### src/rtl/conv_out_serializer.sv
// conv_out_serializer
//   Drain side of the conv layer output bus. A full vector of N_CH parallel
//   channel words is captured into one bank of a two-bank ping-pong buffer.
//   The buffered vectors are then streamed out one channel per cycle on a
//   valid/ready interface. The producer cannot be stalled, so a vector offered
//   while both banks are full is dropped. The drop sets a sticky flag and
//   increments a saturating counter.
//
// Ports
//   clk        rising-edge clock
//   rst        synchronous reset, active-high
//   in_valid   in_data holds a complete vector this cycle
//   in_data    channel c at bits [c*DW +: DW]
//   in_ready   a bank is free (buffered vector count < 2)
//   out_valid  out_data / out_ch / out_last are valid
//   out_ready  downstream accepts the current word
//   out_data   current channel word, passed through bit-exact
//   out_ch     channel index of out_data
//   out_last   out_ch == N_CH-1 while out_valid
//   overflow   sticky: at least one vector was dropped
//   drop_cnt   number of dropped vectors, saturating at 16'hFFFF

module conv_out_serializer #(
    parameter int unsigned N_CH = 32,
    parameter int unsigned DW   = 32,
    parameter int unsigned CW   = 5
) (
    input  logic               clk,
    input  logic               rst,
    input  logic               in_valid,
    input  logic [N_CH*DW-1:0] in_data,
    output logic               in_ready,
    output logic               out_valid,
    input  logic               out_ready,
    output logic [DW-1:0]      out_data,
    output logic [CW-1:0]      out_ch,
    output logic               out_last,
    output logic               overflow,
    output logic [15:0]        drop_cnt
);

    localparam logic [CW-1:0] LastCh = CW'(N_CH - 1);

    logic [DW-1:0] bank_q [2][N_CH];

    logic          wr_bank_q, wr_bank_d;
    logic          rd_bank_q, rd_bank_d;
    logic [1:0]    count_q, count_d;
    logic [CW-1:0] ch_idx_q, ch_idx_d;
    logic          overflow_q, overflow_d;
    logic [15:0]   drop_cnt_q, drop_cnt_d;

    logic capture;
    logic drop;
    logic pop;
    logic last_pop;

    // All handshake outputs are decoded from registered state only.
    assign in_ready  = (count_q != 2'd2);
    assign out_valid = (count_q != 2'd0);
    assign out_ch    = ch_idx_q;
    assign out_last  = out_valid && (ch_idx_q == LastCh);
    assign out_data  = bank_q[rd_bank_q][ch_idx_q];
    assign overflow  = overflow_q;
    assign drop_cnt  = drop_cnt_q;

    assign capture  = in_valid && in_ready;
    assign drop     = in_valid && !in_ready;
    assign pop      = out_valid && out_ready;
    assign last_pop = pop && out_last;

    always_comb begin
        wr_bank_d  = wr_bank_q;
        rd_bank_d  = rd_bank_q;
        count_d    = count_q;
        ch_idx_d   = ch_idx_q;
        overflow_d = overflow_q;
        drop_cnt_d = drop_cnt_q;

        if (capture) begin
            wr_bank_d = ~wr_bank_q;
        end

        if (pop) begin
            if (ch_idx_q == LastCh) begin
                ch_idx_d  = '0;
                rd_bank_d = ~rd_bank_q;
            end else begin
                ch_idx_d = ch_idx_q + CW'(1);
            end
        end

        // A capture that coincides with the last pop leaves the count unchanged.
        unique case ({capture, last_pop})
            2'b10:   count_d = count_q + 2'd1;
            2'b01:   count_d = count_q - 2'd1;
            default: count_d = count_q;
        endcase

        if (drop) begin
            overflow_d = 1'b1;
            if (drop_cnt_q != 16'hFFFF) begin
                drop_cnt_d = drop_cnt_q + 16'd1;
            end
        end
    end

    always_ff @(posedge clk) begin
        if (rst) begin
            wr_bank_q  <= 1'b0;
            rd_bank_q  <= 1'b0;
            count_q    <= 2'd0;
            ch_idx_q   <= '0;
            overflow_q <= 1'b0;
            drop_cnt_q <= 16'd0;
        end else begin
            wr_bank_q  <= wr_bank_d;
            rd_bank_q  <= rd_bank_d;
            count_q    <= count_d;
            ch_idx_q   <= ch_idx_d;
            overflow_q <= overflow_d;
            drop_cnt_q <= drop_cnt_d;
        end
    end

    // Bank storage is not reset; contents are only read after a capture.
    always_ff @(posedge clk) begin
        if (capture && !rst) begin
            for (int c = 0; c < N_CH; c++) begin
                bank_q[wr_bank_q][c] <= in_data[c*DW +: DW];
            end
        end
    end

endmodule

### config.mk
export PLATFORM = sky130hd
export DESIGN_NAME = conv_out_serializer
export DESIGN_NICKNAME = d
export VERILOG_FILES = /design/src/rtl/conv_out_serializer.sv
export SDC_FILE = /design/constraint.sdc
export NUM_CORES = 2
export LEC_CHECK = 0
export ABC_AREA = 0
export CAP_MARGIN = 10
export CORE_UTILIZATION = 39
export CTS_CLUSTER_DIAMETER = 200
export DETAILED_ROUTE_END_ITERATION = 10
export DONT_BUFFER_PORTS = 1
export REMOVE_ABC_BUFFERS = 1
export SYNTH_ARGS = -nofsm -noshare
export SYNTH_HDL_FRONTEND = slang
export SYNTH_SLANG_ARGS = --single-unit
### constraint.sdc
create_clock -name clk -period 137 [get_ports clk]
set_clock_uncertainty 0.15 [all_clocks]
set_input_delay 20.55 -clock clk [delete_from_list [all_inputs] [get_ports clk]]
set_output_delay 20.55 -clock clk [all_outputs]
set_load 0.02 [all_outputs]
# After elaboration in Yosys (flattened, before gate mapping)
# Memory sizes are Yosys's and may differ from the RTL's. A register that Yosys moved wholly into a read port is not among the register bits.
# Cells that the tools add are included.
[word_totals] register_bits=26 ram_bits=2048 mem_count=1
[memory_table] name="bank_q" words=2 word_bits=1024 rd=1 rd_clocked_by_memory_dff=1 wr=1 line_no="44" text="logic [DW-1:0] bank_q [2][N_CH];"
[classes] n_addsub=4 order_cmp=1 n_eq_ne=5 mux=9 bitwise=3 n_reduce_logical=12
[op_table] cell="32-bit binary-select mux with 5-bit select" n=1
[op_table] cell="32-bit 2-to-1 mux" n=2
[op_table] cell="16-bit by 1-bit adder with 16-bit output, second input constant" n=1
[op_table] cell="16-bit != test, second input constant" n=1
[op_table] cell="6-bit >= comparator, second input constant" n=1
[op_table] cell="1-bit logical AND" n=6
[op_table] cell="5-bit inverter with 6-bit output" n=1
[op_table] cell="5-bit by 1-bit adder with 5-bit output, second input constant" n=1
[op_table] cell="5-bit == test, second input constant" n=1
[op_table] cell="5-bit 2-to-1 mux" n=1
[op_table] cell="1-bit 2-to-1 mux" n=4
[op_table] cell="2-bit one-hot mux with 2 select lines" n=1
[op_table] cell="2-bit AND reduction" n=2
[op_table] cell="2-bit nonzero test" n=2
[op_table] cell="2-bit by 1-bit adder with 2-bit output, second input constant" n=1
[op_table] cell="2-bit by 1-bit == test with 1-bit output, second input constant" n=1
[op_table] cell="2-bit == test, second input constant" n=1
[op_table] cell="1-bit logical NOT" n=2
[op_table] cell="2-bit != test, second input constant" n=1
[op_table] cell="1-bit inverter" n=2
[op_table] cell="2-bit by 1-bit subtractor with 2-bit output, second input constant" n=1

# Longest topological paths before layout
[depth] ltp_word=5 depth_mapped=9

# Worst setup path after synthesis
# OpenSTA, ideal clock, no wires.
[synth_path] kind="input to register" from="in rst" to="mem bank_q[1][0] in the netlist's numbering (enable)" setup_ps=3882 t_arrival_ps=94613 setup_slack_ps=38355 cell_stages=2 path_buffers=1 path_cell_list="clkbuf_1 -> nor3b_1"
[synth_between] elab_chain_cells=4
[synth_rtl] item="from (decl)" line_no="29" text="input logic rst,"
[synth_rtl] item="1-bit logical NOT" line_no="128" text="if (capture && !rst) begin"
[synth_rtl] item="1-bit logical AND" line_no="128"
[synth_rtl] item="1-bit 2-to-1 mux" line_no="128"
[synth_rtl] item="1-bit 2-to-1 mux (implied by the code)" line_no="130" text="bank_q[wr_bank_q][c] <= in_data[c*DW +: DW];"
[synth_rtl] item="to (decl)" line_no="44"
# No other way between the ends.

==> flow_metrics.env <==
export IMPL_tightest_slew_ps=1320
export IMPL_clock_sinks=2075
export IMPL_start_util=0.393
export IMPL_path_cells="buf_12, buf_12, buf_4, buf_4, mux4_2, a22oi_1, nand2_1, a32oi_1, a211oi_1"
export IMPL_yosys_register_bits=2075
export IMPL_viasPerCell=5.63
export IMPL_die_w_um=450
export IMPL_finalCritPeriodShare=0.198
export IMPL_rows=164
export IMPL_holdBufCountCts=0
export IMPL_post_cts_buffers=0
export IMPL_yosysTopAreaCell="edfxtp_1"
export IMPL_clk_pin_slew_ps=60
export IMPL_worstPathRequired_ps=116300
export IMPL_cts_root_buf="clkbuf_16"
export IMPL_synth_edf_count=2048
export IMPL_fillers=16650
export IMPL_clockBufferDepth=3
export IMPL_drtPass1Iterations=5
export IMPL_cp_arrival_ps=6490
export IMPL_cellLeakagePower_nw=26.5
export IMPL_synth_area_um2=78400
export IMPL_nets=4472
export IMPL_p_sw_frac=0.206
export IMPL_final_layout_size_suffix_gt1_frac=0.249
export IMPL_ys_types=44
export IMPL_avgRoutedWirePerCell_um=32.9
export IMPL_synth_top_area_share=0.784
export IMPL_cp_num_buf_inv=4
export IMPL_clockPowerShare=0.415
export IMPL_hold_class="flop to flop"
export IMPL_grt_usage=0.203
export IMPL_peakVddDrop_uv=11.8
export IMPL_max_stage_delay_ps=870
export IMPL_drtIter0Drc=3305
export IMPL_reg2reg_to="bank_q[0][647]"
export IMPL_hold_slack_ps=373
export IMPL_dieHeight_um=450
export IMPL_p_int_mw=1.08
export IMPL_die_area_um2=203000
export IMPL_htreeDepth=4
export IMPL_synthCells=3347
export IMPL_min_period_ps=27190
export IMPL_ios=1085
export IMPL_setup_tns_ps=0
export IMPL_async_reset_ff_frac=0
export IMPL_fin_ws_ps=109810
export IMPL_seqPwrFrac=0.543
export IMPL_clock_fmax_mhz=36.8
export IMPL_hold_path_endpoint="rd_bank_q"
export IMPL_antenna_found_initial=63
export IMPL_cts_repair_resized=0
export IMPL_cp_start_kind="flop"
export IMPL_num_vias=35637
export IMPL_postRouteAntennaNets=0
export IMPL_final_setup_viol_count=0
export IMPL_gp_congestion=0.835
export IMPL_post_dp_hpwl_um=139000
export IMPL_core_area_um2=200000
export IMPL_drv_slew=0
export IMPL_clk_latency_ps=830
export IMPL_ff2ff_setup_slack_ps=131090
export IMPL_utilization=0.443
export IMPL_numCtsBuffers=206
export IMPL_rsz0062_at_grt="false"
export IMPL_yosysSeqAreaShare=0.791
export IMPL_slew_headroom=0.117
export IMPL_yosysMostFrequentCell="edfxtp_1"
export IMPL_place_port_buffers=0
export IMPL_post_place_ws_ps=110360
export IMPL_netlist_top_cells_count="edfxtp_1, mux4_2, a22oi_1"
export IMPL_area_delta_synth_final_pct=12.9
export IMPL_status="finished, final reports clean"
export IMPL_critical_path_slowest_cell="a211oi_1"
export IMPL_grt_overflow=0
export IMPL_end_kind="primary output"
export IMPL_rr_worst_depth=8
export IMPL_min_from="rd_bank_q"
export IMPL_cts_tree="built"
export IMPL_hold_depth=2
export IMPL_power_switching_uw=280
export IMPL_grt_start_max_net_pins=176
export IMPL_worstPathMaxFanout=101
export IMPL_cp_top_family="buffers and inverters"
export IMPL_cap_violations=0
export IMPL_routed_wl_um=208000
export IMPL_drt_drc_violations_left=0
export IMPL_hold_violations=0
export IMPL_grt_pass1_wl_um=289000
export IMPL_synth_main_ff_cell="edfxtp_1"
export IMPL_r2r_start="count_q[0]"
export IMPL_finalPower_mw=1.36
export IMPL_critPathKind="flop to primary output"
export IMPL_syn_area_per_cell_um2=23.4
export IMPL_synth_warnings=0
export IMPL_synth_area_leaders="edfxtp_1, mux4_2, a22oi_1"
export IMPL_cp_depth=9
export IMPL_p_comb_frac=0.042
export IMPL_grt_pass1_vias=37461
export IMPL_power_density_nw_per_um2=15.4
-- cells by family after synthesis --
group           share of synthesized area
fa+ha+maj                        0.000638
xor+xnor                          0.00145
compound gates                     0.0318
mux                                 0.152
buf+inv                            0.0118
simple gates                       0.0113
flops                               0.791
-- power groups by stage --
stage               clock [mW]  sequential [mW]  combinational, mW
finish                   0.564            0.738             0.0568
global route             0.599            0.740             0.0609
CTS                      0.575            0.738             0.0581
detailed placement           0            0.751             0.0579
global placement             0            0.750             0.0579
floorplan                    0            0.833             0.0452
-- final cells by class --
type,instances,area (µm²),area share
multi-input cells,1088,15500,0.175
flip-flops and latches,2075,62100,0.701
well taps,2656,3320,0.0375
repair buffers,69,643,0.00726
clock inverters,109,1290,0.0146
diodes,68,170,0.00192
clock buffers,269,5520,0.0623
-- flip-flops by register name (all words and copies together), names as in the netlist, named ones only --
signal,count
count_q,2
rd_bank_q,1
wr_bank_q,1
drop_cnt,16
overflow,1
bank_q,2048
out_ch,5
-- worst max-delay path by stage --
stage | start | endpoint | slack (ps)
finish | flop | out_data[5] | 109810
global route | flop | out_data[5] | 109150
CTS | flop | out_data[5] | 109480
detailed placement | flop | out_data[5] | 110360
global placement | flop | out_data[5] | 110330
floorplan | in_valid | bank_q[1][0] | 38570
-- worst reg2reg max path: stages, from the launching register on --
cell      delay [ps]
dfxtp_1          420
nand2b_1         300
nand2_1          230
nor3_2           210
buf_4            680
buf_4            860
buf_4            870
buf_4            950
buf_12           690
-- through the flow --
step / instances / area [µm²]
after floorplan: 3163 / 77500
after global placement: 5888 / 81500
after detailed placement: 5888 / 81500
after CTS: 6266 / 88400
after global routing: 6323 / 88500
final: 6334 / 88500
-- placed cells by master, fill, tap and decap left out, drive strengths merged, types with 5 or more instances in the layout --
cell | netlist | layout
diode | 0 | 68
nor2b | 9 | 9
clkinv | 0 | 70
mux2i | 32 | 32
o22a | 22 | 22
a22oi | 177 | 177
bufinv | 0 | 22
o21ai | 11 | 11
a32oi | 18 | 18
dfxtp | 27 | 27
edfxtp | 2048 | 2048
a21oi | 52 | 52
and3 | 25 | 25
inv | 0 | 7
clkbuf | 86 | 269
a221oi | 25 | 25
nor3 | 7 | 7
clkinvlp | 0 | 10
mux4 | 512 | 512
nand3 | 9 | 9
nand2 | 74 | 74
xor2 | 9 | 9
nor2 | 28 | 28
buf | 98 | 69
o211ai | 6 | 6
a211oi | 23 | 23
and2 | 5 | 5
-- routing by layer --
layer	vias up	GRT usage	routed length [µm]
met2	1454	0.353	111000
met1	19068	0.223	70600
met5	-	0	359
met3	295	0.0858	21900
met4	48	0.0688	4820
li1	14772	-	-
(Power assumes the default switching activity.)
